==> src/rtl/idelay_tap_sweep_if.sv <==
// Native register-port bundle between the tap sweeper (master) and the IDELAY core (slave).
interface idelay_tap_sweep_if #(
  parameter int unsigned NATIVE_ADDR_WDITH = 2,
  parameter int unsigned NATIVE_DATA_WIDTH = 9
);
  logic                         NATIVE_EN;
  logic                         NATIVE_WR;
  logic [NATIVE_ADDR_WDITH-1:0] NATIVE_ADDR;
  logic [NATIVE_DATA_WIDTH-1:0] NATIVE_DATA_IN;
  logic [NATIVE_DATA_WIDTH-1:0] NATIVE_DATA_OUT;
  logic                         NATIVE_READY;

  modport master (
    output NATIVE_EN, NATIVE_WR, NATIVE_ADDR, NATIVE_DATA_IN,
    input  NATIVE_DATA_OUT, NATIVE_READY
  );

  modport slave (
    input  NATIVE_EN, NATIVE_WR, NATIVE_ADDR, NATIVE_DATA_IN,
    output NATIVE_DATA_OUT, NATIVE_READY
  );
endinterface

==> src/rtl/idelay_tap_sweep.sv <==
// Automatic IDELAY tap sweep: write tap, settle, majority-sample sig_in, stop at first level flip.
// Optional tap readback after each write is enabled by defining SWEEP_READBACK_EN.
module idelay_tap_sweep #(
  parameter int unsigned NATIVE_ADDR_WDITH = 2,
  parameter int unsigned NATIVE_DATA_WIDTH = 9,
  parameter int unsigned SETTLE_CYCLES     = 16,
  parameter int unsigned SAMPLE_COUNT      = 64,
  parameter int unsigned TIMEOUT_CYCLES    = 255
) (
  input  logic                            NATIVE_CLK,
  input  logic                            rst_n,
  input  logic                            start,
  input  logic [NATIVE_ADDR_WDITH-1:0]    elem_sel,
  input  logic [NATIVE_DATA_WIDTH-1:0]    tap_start,
  input  logic [NATIVE_DATA_WIDTH-1:0]    tap_stop,
  input  logic [NATIVE_DATA_WIDTH-1:0]    tap_step,
  input  logic                            sig_in,
  output logic                            busy,
  output logic                            done,
  output logic                            edge_found,
  output logic [NATIVE_DATA_WIDTH-1:0]    edge_tap,
  output logic [$clog2(SAMPLE_COUNT):0]   last_ones,
  output logic                            err_timeout,
`ifdef SWEEP_READBACK_EN
  output logic                            err_readback,
`endif
  idelay_tap_sweep_if.master              native
);

  localparam int unsigned DW     = NATIVE_DATA_WIDTH;
  localparam int unsigned AW     = NATIVE_ADDR_WDITH;
  localparam int unsigned OnesW  = $clog2(SAMPLE_COUNT) + 1;
  localparam int unsigned CntMax0 = (TIMEOUT_CYCLES > SETTLE_CYCLES) ? TIMEOUT_CYCLES
                                                                     : SETTLE_CYCLES;
  localparam int unsigned CntMax = (CntMax0 > SAMPLE_COUNT) ? CntMax0 : SAMPLE_COUNT;
  localparam int unsigned CntW   = $clog2(CntMax + 1);

  localparam logic [CntW-1:0]  ToLast     = CntW'(TIMEOUT_CYCLES - 1);
  localparam logic [CntW-1:0]  SettleLast = CntW'(SETTLE_CYCLES - 1);
  localparam logic [CntW-1:0]  SampleLast = CntW'(SAMPLE_COUNT - 1);
  localparam logic [OnesW-1:0] HalfCount  = OnesW'(SAMPLE_COUNT / 2);

  typedef enum logic [2:0] {
    StIdle,
    StWrite,
`ifdef SWEEP_READBACK_EN
    StRdback,
`endif
    StSettle,
    StSample,
    StEval,
    StDone
  } state_e;

  state_e            state_q, state_d;
  logic [AW-1:0]     elem_q, elem_d;
  logic [DW-1:0]     stop_q, stop_d;
  logic [DW-1:0]     step_q, step_d;
  logic [DW-1:0]     cur_tap_q, cur_tap_d;
  logic [CntW-1:0]   cnt_q, cnt_d;
  logic [OnesW-1:0]  ones_q, ones_d;
  logic              ref_valid_q, ref_valid_d;
  logic              ref_level_q, ref_level_d;
  logic              edge_found_q, edge_found_d;
  logic [DW-1:0]     edge_tap_q, edge_tap_d;
  logic              err_to_q, err_to_d;
  logic              err_rb_q, err_rb_d;
  logic [1:0]        sync_q;
  logic [DW:0]       next_tap;
  logic              level;

  always_ff @(posedge NATIVE_CLK or negedge rst_n) begin
    if (!rst_n) begin
      state_q <= StIdle;
    end else begin
      state_q <= state_d;
    end
  end

  // Datapath registers and the sig_in synchronizer share the FSM's async reset.
  always_ff @(posedge NATIVE_CLK or negedge rst_n) begin
    if (!rst_n) begin
      elem_q       <= '0;
      stop_q       <= '0;
      step_q       <= '0;
      cur_tap_q    <= '0;
      cnt_q        <= '0;
      ones_q       <= '0;
      ref_valid_q  <= 1'b0;
      ref_level_q  <= 1'b0;
      edge_found_q <= 1'b0;
      edge_tap_q   <= '0;
      err_to_q     <= 1'b0;
      err_rb_q     <= 1'b0;
      sync_q       <= '0;
    end else begin
      elem_q       <= elem_d;
      stop_q       <= stop_d;
      step_q       <= step_d;
      cur_tap_q    <= cur_tap_d;
      cnt_q        <= cnt_d;
      ones_q       <= ones_d;
      ref_valid_q  <= ref_valid_d;
      ref_level_q  <= ref_level_d;
      edge_found_q <= edge_found_d;
      edge_tap_q   <= edge_tap_d;
      err_to_q     <= err_to_d;
      err_rb_q     <= err_rb_d;
      sync_q       <= {sync_q[0], sig_in};
    end
  end

  always_comb begin
    state_d      = state_q;
    elem_d       = elem_q;
    stop_d       = stop_q;
    step_d       = step_q;
    cur_tap_d    = cur_tap_q;
    cnt_d        = cnt_q;
    ones_d       = ones_q;
    ref_valid_d  = ref_valid_q;
    ref_level_d  = ref_level_q;
    edge_found_d = edge_found_q;
    edge_tap_d   = edge_tap_q;
    err_to_d     = err_to_q;
    err_rb_d     = err_rb_q;
    // One extra bit so a wrap past the tap range compares as larger than any stop.
    next_tap     = {1'b0, cur_tap_q} + {1'b0, step_q};
    level        = (ones_q >= HalfCount);

    unique case (state_q)
      StIdle: begin
        if (start) begin
          elem_d       = elem_sel;
          stop_d       = tap_stop;
          step_d       = (tap_step == '0) ? DW'(1) : tap_step;
          cur_tap_d    = tap_start;
          cnt_d        = '0;
          edge_found_d = 1'b0;
          err_to_d     = 1'b0;
          err_rb_d     = 1'b0;
          ref_valid_d  = 1'b0;
          state_d      = (tap_start > tap_stop) ? StDone : StWrite;
        end
      end
      StWrite: begin
        if (native.NATIVE_READY) begin
          cnt_d   = '0;
`ifdef SWEEP_READBACK_EN
          state_d = StRdback;
`else
          state_d = StSettle;
`endif
        end else if (cnt_q == ToLast) begin
          err_to_d = 1'b1;
          state_d  = StDone;
        end else begin
          cnt_d = cnt_q + CntW'(1);
        end
      end
`ifdef SWEEP_READBACK_EN
      StRdback: begin
        if (native.NATIVE_READY) begin
          cnt_d = '0;
          if (native.NATIVE_DATA_OUT != cur_tap_q) begin
            err_rb_d = 1'b1;
            state_d  = StDone;
          end else begin
            state_d = StSettle;
          end
        end else if (cnt_q == ToLast) begin
          err_to_d = 1'b1;
          state_d  = StDone;
        end else begin
          cnt_d = cnt_q + CntW'(1);
        end
      end
`endif
      StSettle: begin
        if (cnt_q == SettleLast) begin
          cnt_d   = '0;
          ones_d  = '0;
          state_d = StSample;
        end else begin
          cnt_d = cnt_q + CntW'(1);
        end
      end
      StSample: begin
        if (sync_q[1]) begin
          ones_d = ones_q + OnesW'(1);
        end
        if (cnt_q == SampleLast) begin
          cnt_d   = '0;
          state_d = StEval;
        end else begin
          cnt_d = cnt_q + CntW'(1);
        end
      end
      StEval: begin
        if (ref_valid_q && (level != ref_level_q)) begin
          edge_found_d = 1'b1;
          edge_tap_d   = cur_tap_q;
          state_d      = StDone;
        end else begin
          if (!ref_valid_q) begin
            ref_valid_d = 1'b1;
            ref_level_d = level;
          end
          if (next_tap > {1'b0, stop_q}) begin
            state_d = StDone;
          end else begin
            cur_tap_d = next_tap[DW-1:0];
            cnt_d     = '0;
            state_d   = StWrite;
          end
        end
      end
      StDone: begin
        state_d = StIdle;
      end
      default: begin
        state_d = StIdle;
      end
    endcase
  end

  always_comb begin
    native.NATIVE_EN      = 1'b0;
    native.NATIVE_WR      = 1'b0;
    native.NATIVE_ADDR    = elem_q;
    native.NATIVE_DATA_IN = cur_tap_q;
    busy                  = (state_q != StIdle);
    done                  = (state_q == StDone);
    if (state_q == StWrite) begin
      native.NATIVE_EN = 1'b1;
      native.NATIVE_WR = 1'b1;
    end
`ifdef SWEEP_READBACK_EN
    if (state_q == StRdback) begin
      native.NATIVE_EN = 1'b1;
    end
`endif
  end

  assign edge_found  = edge_found_q;
  assign edge_tap    = edge_tap_q;
  assign last_ones   = ones_q;
  assign err_timeout = err_to_q;
`ifdef SWEEP_READBACK_EN
  assign err_readback = err_rb_q;
`endif

endmodule

==> src/flat_wrapper.sv <==
// flat-port wrapper written by rule: the top's interface ports become plain ports
module idelay_tap_sweep_flat 
#(
  parameter int unsigned NATIVE_ADDR_WDITH = 2,
  parameter int unsigned NATIVE_DATA_WIDTH = 9,
  parameter int unsigned SETTLE_CYCLES     = 16,
  parameter int unsigned SAMPLE_COUNT      = 64,
  parameter int unsigned TIMEOUT_CYCLES    = 255
)
  (NATIVE_CLK, rst_n, start, elem_sel, tap_start, tap_stop, tap_step, sig_in, busy, done, edge_found, edge_tap, last_ones, err_timeout, native_NATIVE_EN, native_NATIVE_WR, native_NATIVE_ADDR, native_NATIVE_DATA_IN, native_NATIVE_DATA_OUT, native_NATIVE_READY);
  idelay_tap_sweep_if #(.NATIVE_ADDR_WDITH(NATIVE_ADDR_WDITH), .NATIVE_DATA_WIDTH(NATIVE_DATA_WIDTH)) native_i ();
  input  logic NATIVE_CLK;
  input  logic rst_n;
  input  logic start;
  input  logic [NATIVE_ADDR_WDITH-1:0] elem_sel;
  input  logic [NATIVE_DATA_WIDTH-1:0] tap_start;
  input  logic [NATIVE_DATA_WIDTH-1:0] tap_stop;
  input  logic [NATIVE_DATA_WIDTH-1:0] tap_step;
  input  logic sig_in;
  output logic busy;
  output logic done;
  output logic edge_found;
  output logic [NATIVE_DATA_WIDTH-1:0] edge_tap;
  output logic [$clog2(SAMPLE_COUNT):0] last_ones;
  output logic err_timeout;
  output wire logic [$bits(native_i.NATIVE_EN)-1:0] native_NATIVE_EN;
  output wire logic [$bits(native_i.NATIVE_WR)-1:0] native_NATIVE_WR;
  output wire logic [$bits(native_i.NATIVE_ADDR)-1:0] native_NATIVE_ADDR;
  output wire logic [$bits(native_i.NATIVE_DATA_IN)-1:0] native_NATIVE_DATA_IN;
  input wire logic [$bits(native_i.NATIVE_DATA_OUT)-1:0] native_NATIVE_DATA_OUT;
  input wire logic [$bits(native_i.NATIVE_READY)-1:0] native_NATIVE_READY;
  assign native_NATIVE_EN = native_i.NATIVE_EN;
  assign native_NATIVE_WR = native_i.NATIVE_WR;
  assign native_NATIVE_ADDR = native_i.NATIVE_ADDR;
  assign native_NATIVE_DATA_IN = native_i.NATIVE_DATA_IN;
  assign native_i.NATIVE_DATA_OUT = native_NATIVE_DATA_OUT;
  assign native_i.NATIVE_READY = native_NATIVE_READY;
  idelay_tap_sweep #(.NATIVE_ADDR_WDITH(NATIVE_ADDR_WDITH), .NATIVE_DATA_WIDTH(NATIVE_DATA_WIDTH), .SETTLE_CYCLES(SETTLE_CYCLES), .SAMPLE_COUNT(SAMPLE_COUNT), .TIMEOUT_CYCLES(TIMEOUT_CYCLES)) u_core (.NATIVE_CLK(NATIVE_CLK), .rst_n(rst_n), .start(start), .elem_sel(elem_sel), .tap_start(tap_start), .tap_stop(tap_stop), .tap_step(tap_step), .sig_in(sig_in), .busy(busy), .done(done), .edge_found(edge_found), .edge_tap(edge_tap), .last_ones(last_ones), .err_timeout(err_timeout), .native(native_i));
endmodule
==> config.mk <==
export PLATFORM = sky130hd
export DESIGN_NAME = idelay_tap_sweep_flat
export DESIGN_NICKNAME = d
export VERILOG_FILES = /design/src/rtl/idelay_tap_sweep_if.sv /design/src/rtl/idelay_tap_sweep.sv /design/src/flat_wrapper.sv
export SDC_FILE = /design/constraint.sdc
export NUM_CORES = 1
export LEC_CHECK = 0
export ABC_AREA = 1
export ABC_CLOCK_PERIOD_IN_PS = 4300
export BUFFER_PORTS_ARGS = -buffer_cell sky130_fd_sc_hd__buf_2
export CAP_MARGIN = 30
export CORE_MARGIN = 3
export CORE_UTILIZATION = 30
export DETAILED_ROUTE_END_ITERATION = 7
export GPL_ROUTABILITY_DRIVEN = 1
export SLEW_MARGIN = 25
export SYNTH_ARGS = -nofsm -noshare
export SYNTH_HDL_FRONTEND = slang
export SYNTH_SLANG_ARGS = --single-unit
export TNS_END_PERCENT = 20
==> constraint.sdc <==
create_clock -name NATIVE_CLK -period 4.3 [get_ports NATIVE_CLK]
set_input_delay 0.43 -clock NATIVE_CLK [delete_from_list [all_inputs] [get_ports NATIVE_CLK]]
set_output_delay 0.43 -clock NATIVE_CLK [all_outputs]
set_load 0.01 [all_outputs]
==> metrics <==
run status finished clean; Clock Path Buffers 2; peak supply drop roughly 0.21 mV; maximum number of pins on one net before global-route repair between 60 and 70; number of cells traversed by the worst hold path 1; library cell used as clock root buffer sky130_fd_sc_hd__clkbuf_16; max-slew violation total from the final report 0; sum of routed wire length over all layers around 9.5 mm; combinational family with the most area after synthesis simple AND/OR/NAND/NOR gates; Leak Pwr between 0.002 and 0.003 uW; hpwl dp roughly 7.4 mm; post-synth design cell area approximately 0.0039 mm^2; R2R Setup Slk between 0.8 and 0.9 ns; count of input and output buffers 66; Worst-Skew Late Latency 0.32 ns; # clock sinks 62; crit path time final 3.49 ns; antenna violations before repair 0; Yosys reg bits slightly above 60; syn_area_per_cell roughly 7.7 um^2; library cell with the highest instance count after synthesis sky130_fd_sc_hd__nand2_1; Min-Delay Startpoint sig_in; TritonCTS Buffers 9; Yosys warnings 0; main area contributors after synthesis sky130_fd_sc_hd__dfrtp_1 40%, sky130_fd_sc_hd__nand2_1 16%, sky130_fd_sc_hd__ha_1 9.7%; post-synthesis xor/xnor area fraction roughly 2%; Setup Skew 0.00387 ns; fraction of post-synthesis cell area in the top cell type by area about two fifths; fraction of final layout cells sized beyond drive strength 1 about a fifth; setup violation total in the final timing report 0; die height 119 um; mux share of post-synthesis cell area 0%; logic depth of the worst register-to-register path 25; DR DRC count 0; area of the die approximately 0.014 mm^2; clock transition at the register clock pins on the worst setup and hold paths after CTS about 0.05 ns; violation count after the first detailed-routing iteration about 180; NumNets Final 648; number of hold violations in the final report 0; die boundary width around 120 um; worst hold slack after final layout ~0.21 ns; starting density of the core between 30% and 40%; primary flip-flop cell chosen by synthesis mapping sky130_fd_sc_hd__dfrtp_1; arrival time of the worst setup path approximately 3.7 ns; number of max-capacitance violations reported 0; net count after synthesis between 500 and 600; Worst EP required roughly 4.5 ns; Synth cell types 40; class of the tightest hold or removal check primary input to flop; Simple-Gate Fraction of Synth Area between 20% and 30%; total number of vias between 3000 and 4000; worst setup path class flop to flop; Filler cells around 1300; number of global-route vias before repair 3333; share of the synthesized area in compound gates (AO/OA/AOI/OAI) slightly above 10%; Peak Freq between 200 and 300 MHz; Avg WL per Cell ~13 um; number of standard cells after synthesis 502; ANT nets after route 0; setup repair after global routing missed its margin false; P per Cell Area ~330 mW/mm^2; first-pass detailed-route iteration total 4; destination of the worst hold path u_core.sync_q[0]; post-synthesis to final-layout area growth 21.9%; largest area contributor in the netlist sky130_fd_sc_hd__dfrtp_1; crit end category flop; clock tree from TritonCTS done; leading cell types by count after synthesis 160 x sky130_fd_sc_hd__nand2_1, 66 x sky130_fd_sc_hd__inv_1, 62 x sky130_fd_sc_hd__dfrtp_1; standard-cell rows 40; maximum fanout along the worst path 12; Final Wtd Congestion about 0.84; capture point of the worst reg-to-reg path u_core.cnt_q[7]; IO Count 76; All-Layer GR Usage between 10% and 20%; total gr overflow 0; sequential-to-total area share from yosys stat around two fifths; Final period util roughly four fifths; Core Box Area about 0.012 mm^2; adder and majority cell fraction of the synthesized area between 10% and 20%; first-pass GRT wire length approximately 16 mm; Resize count post-CTS 0; critical path startpoint category flop; per-cell via count in the routed design around 4.5; EDFF count, synth 0; worst relative slew slack a little under half; launch instance of the worst register-to-register path u_core.native.NATIVE_DATA_IN[0]; FFs w/ async S/R, synth 100%; total negative slack for setup checks 0 ns; H-tree levels 3; transition time at the pin with the least slew margin 0.787 ns; antenna cell count 0
power by group:
part           switching [uW]  leakage, uW  internal, uW  total (uW)
registers                26.4     0.000809           610         636
logic                    95.6      0.00160          63.1         159
clock network             245     0.000161           533         778
logic make-up after synthesis:
logic type / Yosys count
fa+ha+maj: 31
flops: 62
buf+inv: 82
simple gates: 246
compound gates: 72
xor+xnor: 9
placed cells by master, fill, tap and decap left out, drive strengths merged, types with 3 or more instances in the layout:
cell | netlist | final
clkinv | 1 | 3
dfrtp | 62 | 62
clkbuf | 3 | 11
nand2 | 167 | 167
a21oi | 26 | 26
xor2 | 8 | 8
nor3 | 7 | 7
nor2 | 24 | 24
inv | 71 | 71
nand4 | 3 | 3
o21ai | 36 | 36
ha | 30 | 30
nand3 | 38 | 38
buf | 7 | 70
cell type report:
class                   instances  area, um^2  share of cell area, %
clock buffers                  11         253                   5.37
repair buffers                 71         370                   7.87
multi-input cells             358        1980                   42.1
well taps                     168         210                   4.47
clock inverters                 4        70.1                   1.49
flip-flops and latches         62        1550                   33.0
inverters                      72         270                   5.74
worst max path at each step:
stage	startpoint	end	depth (start not counted)
after detailed placement	u_core.native.NATIVE_DATA_IN[0]	u_core.cnt_q[7]	22
after global routing	u_core.native.NATIVE_DATA_IN[0]	u_core.cnt_q[5]	25
after CTS	u_core.native.NATIVE_DATA_IN[0]	u_core.cnt_q[7]	22
final	u_core.native.NATIVE_DATA_IN[0]	u_core.cnt_q[7]	25
after floorplan	u_core.native.NATIVE_DATA_IN[0]	u_core.native.NATIVE_DATA_IN[0]	22
after global placement	u_core.native.NATIVE_DATA_IN[0]	u_core.cnt_q[2]	22
stage by stage:
stage	total power, uW	worst slack [ns]	util [%]	instances	instance area [um^2]
final	1570	0.814	38.2	746	4700
after global routing	1650	0.429	38.2	746	4700
after CTS	1600	0.812	38.2	746	4700
after detailed placement	807	0.838	35.5	730	4370
after global placement	802	0.850	35.5	730	4370
after floorplan	729	1.41	-	502	3860
flip-flops by register name, summed over array words and instances, names as in the netlist:
signal                        flops
u_core.state_q                    3
u_core.native.NATIVE_ADDR         2
u_core.ref_level_q                1
u_core.ref_valid_q                1
u_core.stop_q                     9
u_core.err_timeout                1
u_core.step_q                     9
u_core.last_ones                  7
u_core.native.NATIVE_DATA_IN      9
u_core.cnt_q                      8
u_core.edge_tap                   9
u_core.edge_found                 1
u_core.sync_q                     2
per-layer routing:
layer / up-vias / global-route usage (%) / wire length (um)
met5: - / 0 / 0
li1: 1746 / - / -
met2: 67 / 20.9 / 4110
met4: 0 / 3.44 / 106
met1: 1546 / 20.3 / 4810
met3: 10 / 3.37 / 458
worst max-delay path, stage by stage (launching register included):
cell and delay, ns:
sky130_fd_sc_hd__dfrtp_1 0.41, sky130_fd_sc_hd__ha_1 0.19, sky130_fd_sc_hd__inv_1 0.05, sky130_fd_sc_hd__fa_1 0.40, sky130_fd_sc_hd__o21ai_0 0.40, sky130_fd_sc_hd__nand2_1 0.11, sky130_fd_sc_hd__nand2_1 0.08, sky130_fd_sc_hd__nand2_1 0.06
sky130_fd_sc_hd__nand2_1 0.06, sky130_fd_sc_hd__nand2_1 0.04, sky130_fd_sc_hd__nand2_1 0.08, sky130_fd_sc_hd__inv_1 0.05, sky130_fd_sc_hd__ha_1 0.26, sky130_fd_sc_hd__nand2_1 0.08, sky130_fd_sc_hd__inv_1 0.04, sky130_fd_sc_hd__nand2_1 0.05
sky130_fd_sc_hd__nand2_1 0.04, sky130_fd_sc_hd__nand2_1 0.05, sky130_fd_sc_hd__nand2_1 0.04, sky130_fd_sc_hd__nand2_1 0.06, sky130_fd_sc_hd__nand3_1 0.06, sky130_fd_sc_hd__nand2_1 0.23, sky130_fd_sc_hd__buf_4 0.26, sky130_fd_sc_hd__nand2_4 0.11
sky130_fd_sc_hd__nand2_1 0.09, sky130_fd_sc_hd__nand2_1 0.05
repair_timing:
action / in CTS / in global routing
buffers inserted: 0 / 0
endpoints found under the hold margin: 1 / 0
hold buffers: 1 / 0
No activity file was read; power rests on OpenSTA's default activity.
